--- src/rtl/or3_gate.sv ---
`default_nettype none
// ============================================================================
//  Module   : or3_gate
//  Purpose  : Bitwise three-input OR with a small registered observation
//             block (synchronised copy, rising-edge pulse, saturating
//             high-cycle counter).
//  Revision : 1.0  initial release
// ----------------------------------------------------------------------------
//  Parameters
//    WIDTH   number of independent OR lanes
//    CNT_W   width of the high-cycle counter
//  Ports
//    clk      in   1      rising-edge clock for all registers
//    rst_n    in   1      asynchronous active-low reset
//    a,b,c    in   WIDTH  OR operands
//    cnt_clr  in   1      synchronous clear of hi_cnt (wins over increment)
//    y        out  WIDTH  combinational a | b | c, valid during reset
//    y_q      out  WIDTH  y delayed by one clock
//    y_rise   out  WIDTH  one-cycle pulse per lane when y_q goes 0->1
//    hi_cnt   out  CNT_W  saturating count of cycles with any lane of y high
// ============================================================================
module or3_gate #(
  parameter int WIDTH = 1,
  parameter int CNT_W = 16
) (
  input  logic             clk,
  input  logic             rst_n,
  input  logic [WIDTH-1:0] a,
  input  logic [WIDTH-1:0] b,
  input  logic [WIDTH-1:0] c,
  input  logic             cnt_clr,
  output logic [WIDTH-1:0] y,
  output logic [WIDTH-1:0] y_q,
  output logic [WIDTH-1:0] y_rise,
  output logic [CNT_W-1:0] hi_cnt
);

  localparam logic [CNT_W-1:0] c_cnt_max = {CNT_W{1'b1}};
  localparam logic [CNT_W-1:0] c_cnt_one = {{(CNT_W-1){1'b0}}, 1'b1};

  // Previous value of y_q, used only for edge detection.
  logic [WIDTH-1:0] r_y_q_d;
  logic             w_any_hi;
  logic             w_cnt_inc;

  // Primary function: no dependence on clk or rst_n.
  assign y = a | b | c;

  assign w_any_hi  = |y;
  // Counter stops at all-ones rather than wrapping.
  assign w_cnt_inc = w_any_hi && (hi_cnt != c_cnt_max);

  always_ff @(posedge clk or negedge rst_n) begin
    if (!rst_n) begin
      y_q     <= '0;
      r_y_q_d <= '0;
      hi_cnt  <= '0;
    end else begin
      y_q     <= y;
      r_y_q_d <= y_q;
      if (cnt_clr) begin
        hi_cnt <= '0;
      end else if (w_cnt_inc) begin
        hi_cnt <= hi_cnt + c_cnt_one;
      end
    end
  end

  // Both terms come from registers, so the pulse is glitch-free and exactly
  // one cycle wide. A lane held high across reset release pulses once,
  // because r_y_q_d trails y_q by one edge.
  assign y_rise = y_q & ~r_y_q_d;

endmodule
`default_nettype wire

--- config.mk ---
export PLATFORM = sky130hd
export DESIGN_NAME = or3_gate
export DESIGN_NICKNAME = d
export VERILOG_FILES = /design/src/rtl/or3_gate.sv
export SDC_FILE = /design/constraint.sdc
export NUM_CORES = 1
export LEC_CHECK = 0
export CAP_MARGIN = 25
export CORE_MARGIN = 2
export CORE_UTILIZATION = 54
export CTS_BUF_LIST = sky130_fd_sc_hd__clkbuf_8
export DETAILED_ROUTE_END_ITERATION = 7
export MAX_ROUTING_LAYER = met4
export PLACE_DENSITY = 0.86
export SETUP_SLACK_MARGIN = 0.02
export SYNTH_ARGS = -nofsm -noshare
export SYNTH_HDL_FRONTEND = slang
export SYNTH_SLANG_ARGS = --single-unit
--- constraint.sdc ---
create_clock -name clk -period 2.8 [get_ports clk]
set_input_delay 0.56 -clock clk [delete_from_list [all_inputs] [get_ports clk]]
set_output_delay 0.56 -clock clk [all_outputs]
set_load 0.01 [all_outputs]
# Word-level counts from Yosys, hierarchy flattened
# Index checks and enable logic that the tools add are counted.
# word_totals
reg_bits,18
out_inout_bits,19
# classes
add_sub_neg,1
muxes,2
bitwise_logic,4
n_eq_ne,1
reduce_logical,2
# ops
cell,count
16-bit two-way mux,2
"16-bit by 1-bit adder with 16-bit output, second input constant",1
"16-bit inequality test, second input constant",1
1-bit OR,2
2-bit nonzero test,1
1-bit bitwise AND,1
1-bit logical AND,1
1-bit inverter,1

# Logic depth before layout (Yosys ltp)
# Gate-level depths: netlist of run 1.
# logic_depth
depth_word,5
ltp_mapped,6

# Least setup slack after synthesis of run 1
# Ideal clock, no wire load.
# synth_timing
path_kind,input port to flip-flop
start,input b
end,register hi_cnt[7]
arrival_time_ps,1716
path_slack_ps,974
stages,6
n_path_buf,1
setup_ps,110
cell_sequence,nor3_1 inv_1 nand4_1 buf_2 o311ai_0 o41ai_1
# synth_between
elab_chain_len,4
# synth_lines
item,line_no,source
start: declaration,29,"input logic [WIDTH-1:0] b,"
1-bit OR (2 in a row),47,assign y = a | b | c;
via y,32,"output logic [WIDTH-1:0] y,"
1-bit logical AND,51,assign w_cnt_inc = w_any_hi && (hi_cnt != c_cnt_max);
2-bit nonzero test (no source line),-,
end signal: assignment,64,hi_cnt <= hi_cnt + c_cnt_one;
end: declaration,35,output logic [CNT_W-1:0] hi_cnt
# The timed path passes the listed nets, and every way through them passes these cells.
# A chain may end at the register's enable or synchronous reset.

# Worst setup path after layout of run 1
# layout_timing
start,input b
end,output y
# layout_between
elab_chain_len,2
# layout_lines
item,line_no
1-bit OR (2 in a row),47
end: declaration,32
# Every way passes these cells.

==> results of run 1 <==
## through the flow
step / util [%] / worst slack, ns / hold WS (ns) / total power [W] / instances
2_1_floorplan: - / 0.974 / 0.264 / 0.000355 / 109
3_3_place_gp: 74.3 / 0.383 / 0.392 / 0.000413 / 158
3_5_place_dp: 74.3 / 0.362 / 0.388 / 0.000420 / 158
4_1_cts: 77.4 / 0.360 / 0.403 / 0.000635 / 162
5_1_grt: 77.4 / 0.223 / 0.410 / 0.000659 / 162
6_report: 77.4 / 0.364 / 0.398 / 0.000632 / 162
## cell type report
class	instances	share of cell area, %
inverters	2	0.550
multi-input cells	85	40.3
repair buffers	28	19.8
clock buffers	4	4.03
well taps	25	2.29
flip-flops and latches	18	33.0
## how the worst min path moves through the flow
stage	slack [ns]	endpoint	cells after the start
after floorplan	0.26	hi_cnt[0]	0
after detailed placement	0.39	r_y_q_d	0
after global placement	0.39	r_y_q_d	0
after global routing	0.41	r_y_q_d	0
final	0.40	r_y_q_d	0
after CTS	0.40	r_y_q_d	0
## cells by family after synthesis
logic type      Yosys count
simple gates             52
fa+ha+maj                 1
mux                       2
buf+inv                   6
compound gates           30
flops                    18
## cells in the mapped netlist
library cell   n  area [sq um]
nor2b_1        3          18.8
or3_1          3          18.8
a211oi_1       1          7.51
clkbuf_1       3          11.3
inv_1          2          7.51
nand2b_1       2          12.5
nor4_1         2          12.5
o21ai_0        3          15.0
and4_1         2          17.5
nand2_1       10          37.5
o31ai_1        4          30.0
nand4_4        1          21.3
or3_4          1          11.3
o41ai_1        2          17.5
nand4_1        5          31.3
o21bai_1       1          7.51
dfrtp_1       18           450
nand3_1        3          15.0
a311oi_1       1          8.76
ha_1           1          12.5
a221o_1        1          10.0
mux2_2         2          22.5
o311a_1        2          20.0
nor3_1         3          15.0
buf_2          1          5.00
nor4_2         1          12.5
nor3b_1        1          7.51
or4_1          6          45.0
a31oi_1        2          12.5
nor2_1         9          33.8
o311ai_0       3          26.3
a21oi_1       10          50.1
## sequential cells by signal (all words and copies together), names as in the netlist
| register | count |
|---|---|
| y_q | 1 |
| hi_cnt | 16 |
| r_y_q_d | 1 |
## power breakdown
| part | internal (W) | switching (W) |
|---|---|---|
| clock network | 0.000125 | 0.0000909 |
| logic | 0.0000602 | 0.0000572 |
| registers | 0.000275 | 0.0000236 |
## routing by layer
layer | GRT usage, % | vias to the layer above | part of all wire, %
li1 | - | 491 | -
met1 | 32.9 | 482 | 43
met2 | 41.9 | 49 | 48
met3 | 4.53 | 5 | 7.7
met4 | 11.9 | 0 | 1.5
met5 | - | - | 0
## worst max-delay path: cells and delay by family
| family | cells | cell delay [ns] |
|---|---|---|
| buffers and inverters | 3 | 1.07 |
| and+or+nand+nor | 1 | 0.25 |
==> results.py, run 1 <==
metrics = {
    "status": {
        "outcome": "completed",
    },
    "final_layout": {
        "design_area_sq_mm": 0.00137,
        "layout-drive-gt1-share_pct": 9.49,
        "multiInputGateArea_sq_um": 551,
        "layout_common_cells": "24 x clkdlybuf4s50_1, 18 x dfrtp_1, 10 x nand2_1, 10 x a21oi_1, 9 x nor2_1",
        "final_common_cell": "clkdlybuf4s50_1",
        "filler_cell_count": 133,
        "n_antenna_cell": 0,
        "seq_area_sq_um": 450,
        "syn_to_final_growth_pct": 33.2,
        "final_nets": 145,
    },
    "floorplan": {
        "rows": 15,
        "start_util_pct": 58.1,
        "dieHeight_microns": 47.6,
        "coreArea_sq_mm": 0.00176,
        "fp.dieArea_sq_mm": 0.00226,
        "top_level_ports": 25,
        "fp.dieW_microns": 47.6,
    },
    "placement": {
        "place.gp.congestion": 0.872,
        "io_buffers": 24,
        "place_area_sq_mm": 0.00131,
        "hpwl_mm": 1.72,
    },
    "worst_setup_path": {
        "cp_common_cell": "clkdlybuf4s50_1",
        "crit_slowest_cell": "clkdlybuf4s50_1",
        "crit_arrival_ns": 1.88,
        "crit_chain": "clkdlybuf4s50_1, nor3_1, inv_1, clkdlybuf4s50_1",
        "crit_path_start_kind": "input pin",
        "crit_path_end": "y",
        "crit_start": "b",
        "cp_max_fo": 6,
        "critical_path.max_stage_delay_ns": 0.50,
        "timing.rr.start": "hi_cnt[0]",
        "end_kind": "primary output",
        "timing.rr.end": "hi_cnt[10]",
        "critPathKind": "input pin to primary output",
        "reg2reg_setup_slack_ns": 0.80,
        "crit_required_ns": 2.24,
        "rr_worst_depth": 5,
    },
    "sta": {
        "fin_crit_sh_pct": 87.0,
        "timing.slew.headroom_pct": 45.7,
        "hold_viol_final": 0,
        "slew_violations": 0,
        "fmax_ghz": 0.411,
        "finalSetupViolCount": 0,
        "worst_pin_slew_ns": 0.812,
        "skew_ns": 0.00581,
        "setup_tns_ns": 0,
        "fin_crit_ns": 2.44,
        "rsz0062_at_grt": "false",
    },
    "clock_tree": {
        "clk_latency_ns": 0.26,
        "hold_buffers": 0,
        "cts-root-buf": "clkbuf_8",
        "cts_made_buffers": 3,
        "cts.path.max_buffers": 2,
        "cts_resized": 0,
        "h-tree-depth": 1,
        "clock_sinks": 18,
        "cts_tree": "yes",
        "postCtsSetupBuffers": 0,
        "path_clk_slew_ns": 0.07,
    },
    "global_routing": {
        "antenna_found_initial": 0,
        "grt_pass1_vias": 865,
        "grt_use_total_pct": 26.4,
        "grt_pass1_wl_mm": 4.04,
        "grt-ovfl-total": 0,
        "grt_max_degree": 19,
    },
    "detailed_routing": {
        "ant_nets": 0,
        "wirelength_mm": 2.50,
        "drcViolationCount": 0,
        "route.vias.total": 1027,
        "avgRoutedWirePerCell_microns": 15.4,
        "first_pass_iters": 4,
        "drtIter0Drc": 39,
        "routed_via_density": 6.34,
    },
    "synthesis": {
        "synth-compound-area-share_pct": 20.0,
        "netlist_area_sq_mm": 0.00102,
        "yosysUniqueCellTypes": 32,
        "synth-simple-area-share_pct": 30.3,
        "synth_xor_area_share_pct": 0,
        "muxShareOfSynthArea_pct": 2.20,
        "ys_seq_area_share_pct": 44.0,
        "synth_fa_ha_area_share_pct": 1.22,
        "synth_top_family_by_area": "simple AND/OR/NAND/NOR gates",
        "syn_avg_cell_area_sq_um": 9.40,
        "yosysWarningCount": 0,
        "synth_fp_nets": 116,
        "syn_inst": 109,
        "synth-seq-cells": 18,
    },
    "power": {
        "leakage_nw": 0.500,
        "ir_worst_vdd_uv": 435,
        "power_density_mw_per_mm2": 463,
    },
    "worst_hold_path": {
        "hp-start": "y_q",
        "min_path_type": "register to register",
    },
    "job": {
        "drv_cap": 0,
    },
}
Power figures use the tool's default switching activity.
==> run 2: changes to the inputs <==
--- a/config.mk
+++ b/config.mk
@@ -5,9 +5,10 @@
 export SDC_FILE = /design/constraint.sdc
 export NUM_CORES = 1
 export LEC_CHECK = 0
+export ABC_AREA = 1
 export CAP_MARGIN = 25
 export CORE_MARGIN = 2
-export CORE_UTILIZATION = 54
+export CORE_UTILIZATION = 55
 export CTS_BUF_LIST = sky130_fd_sc_hd__clkbuf_8
 export DETAILED_ROUTE_END_ITERATION = 7
 export MAX_ROUTING_LAYER = met4
==> results.py, run 2 <==
metrics = {
    "synthesis": {
        "ys_seq_area_share_pct": 40.1,
        "synth_edf_count": 0,
        "synthFlopType": "dfrtp_1",
        "yosysWarningCount": 0,
        "netlist_area_sq_mm": 0.00112,
        "synth_top_area_share_pct": 40.1,
        "yosysUniqueCellTypes": 20,
        "synth-seq-cells": 18,
        "syn_avg_cell_area_sq_um": 6.89,
        "synth_most_common_cell": "nand2_1",
        "synth_common_cells": "58 x nand2_1, 19 x inv_1, 18 x dfrtp_1",
        "synthTopCellsByArea": "dfrtp_1 40%, nand2_1 19%, nand3_1 7.1%",
        "synth_fp_nets": 170,
        "syn_inst": 163,
        "async_flop_share_pct": 100,
        "synth_top_cell_by_area": "dfrtp_1",
    },
    "power": {
        "p_int_w": 0.000413,
        "power_frac_seq_pct": 50.7,
        "swShare_pct": 22.7,
        "ir_worst_vdd_uv": 268,
        "combPwrFrac_pct": 9.4,
        "power_w": 0.000534,
        "power_density_mw_per_mm2": 373,
        "p_sw_w": 0.000121,
        "pwr-share-clk_pct": 39.9,
        "leakage_nw": 0.667,
    },
    "clock_tree": {
        "cts-root-buf": "clkbuf_8",
        "clock_sinks": 18,
        "cts_resized": 0,
        "path_clk_slew_ns": 0.07,
        "hold_buffers": 0,
        "clk_latency_ns": 0.25,
        "cts_tree": "yes",
        "postCtsSetupBuffers": 0,
        "h-tree-depth": 1,
        "cts_made_buffers": 3,
        "cts.path.max_buffers": 2,
    },
    "detailed_routing": {
        "top_layer": "met4",
        "wirelength_mm": 2.82,
        "drcViolationCount": 0,
        "drtIter0Drc": 48,
        "route.vias.total": 1209,
        "routed_via_density": 5.62,
        "avgRoutedWirePerCell_microns": 13.1,
        "first_pass_iters": 4,
        "drt-met1-wl_mm": 1.09,
        "wl_met3_microns": 232,
        "ant_nets": 0,
        "wl_met2_mm": 1.42,
    },
    "placement": {
        "place_inst": 211,
        "io_buffers": 24,
        "place.gp.congestion": 0.909,
        "hpwl_mm": 1.97,
    },
    "final_layout": {
        "n_antenna_cell": 0,
        "largest_reg_flops": 16,
        "final_common_cell": "nand2_1",
        "multiInputGateArea_sq_um": 582,
        "top_regs": "hi_cnt: 16 flops, r_y_q_d: 1 flops, y_q: 1 flops",
        "syn_to_final_growth_pct": 27.5,
        "final_nets": 196,
        "layout-drive-gt1-share_pct": 5.85,
        "seq_area_sq_um": 450,
        "layout_common_cells": "58 x nand2_1, 24 x clkdlybuf4s50_1, 19 x inv_1, 18 x dfrtp_1, 17 x nor2_1",
        "top_register": "hi_cnt",
        "layout.cells.non_filler": 215,
        "filler_cell_count": 162,
        "utilization_pct": 73.8,
    },
    "sta": {
        "finalSetupViolCount": 0,
        "setup_tns_ns": 0,
        "slew_violations": 0,
        "fmax_ghz": 0.425,
        "hold_viol_final": 0,
        "fin_crit_ns": 2.35,
        "rsz0062_at_grt": "false",
        "skew_ns": 0.000824,
        "fin_crit_sh_pct": 84.0,
        "timing.slew.headroom_pct": 46.0,
        "worst_pin_slew_ns": 0.808,
    },
    "global_routing": {
        "grt_pass1_vias": 1133,
        "antenna_found_initial": 0,
        "grt_pass1_wl_mm": 4.89,
        "grt_max_degree": 19,
        "grt_use_total_pct": 26.7,
        "grt-ovfl-total": 0,
    },
    "worst_setup_path": {
        "end_kind": "primary output",
        "critPathKind": "input pin to primary output",
        "cp_max_fo": 3,
        "crit_path_start_kind": "input pin",
        "crit_required_ns": 2.24,
        "crit_arrival_ns": 1.79,
    },
    "floorplan": {
        "start_util_pct": 57.9,
        "dieHeight_microns": 49.2,
        "fp.dieArea_sq_mm": 0.00242,
        "fp.dieW_microns": 49.2,
        "coreArea_sq_mm": 0.00194,
        "top_level_ports": 25,
        "rows": 16,
    },
    "job": {
        "drv_cap": 0,
    },
    "worst_hold_path": {
        "min_path_type": "register to register",
    },
    "status": {
        "outcome": "completed",
    },
}
run 2: cell count changes after synthesis, moves of 6 or more:
cell,change
a21oi_1,-7
inv_1,+17
nand2_1,+48
nand3_1,+13
nor2_1,+8
or4_1,-6
run 2: logic make-up after synthesis:
family	after synthesis	share of synthesized area [%]
XOR/XNOR	2	1.56
AND/OR/NAND/NOR	110	44.7
adder cells (fa/ha/maj)	1	1.11
buffers and inverters	22	8.13
flip-flops	18	40.1
AO/OA/AOI/OAI	10	4.45
run 2: layout make-up:
| cell class | count | share of cell area [%] |
|---|---|---|
| tap | 27 | 2.36 |
| sequential | 18 | 31.4 |
| multi-input combinational | 123 | 40.6 |
| clock buffer | 4 | 3.84 |
| timing repair buffer | 24 | 16.8 |
| inverter | 19 | 4.98 |
run 2: final timing paths:
path	startpoint	to	slack [ns]	cells past startpoint
worst max-delay path	b	y	0.45	4
worst min-delay path	y_q	r_y_q_d	0.41	0
worst max register to register	hi_cnt[0]	hi_cnt[11]	0.88	9
worst min register to register	y_q	r_y_q_d	0.41	0
max in group asynchronous	rst_n	hi_cnt[7]	1.53	1
min in group asynchronous	rst_n	r_y_q_d	0.77	1
run 2: power groups by stage:
stage | combinational [W] | sequential (W) | clock (W)
floorplan | 0.0000195 | 0.000277 | 0
global placement | 0.0000494 | 0.000275 | 0
detailed placement | 0.0000504 | 0.000276 | 0
CTS | 0.0000506 | 0.000270 | 0.000217
global route | 0.0000564 | 0.000271 | 0.000231
finish | 0.0000503 | 0.000271 | 0.000213
run 2: metrics by stage:
step | cell area [sq um] | setup slack (ns) | hold WS [ns]
global placement | 1380 | 0.475 | 0.397
global route | 1430 | 0.395 | 0.436
floorplan | 1120 | 1.24 | 0.264
CTS | 1430 | 0.434 | 0.412
detailed placement | 1380 | 0.436 | 0.396
finish | 1430 | 0.449 | 0.409
run 2: worst max-delay path, cell delays in order:
cell,delay (ns)
clkdlybuf4s50_1,0.41
nor3_2,0.24
inv_1,0.10
clkdlybuf4s50_1,0.48
run 2: layer usage:
metal  up-vias  track usage [%]
li1        570                -
met1       558             33.5
met2        70             41.7
met3        11             3.37
met4         0             15.2
met5         -                -
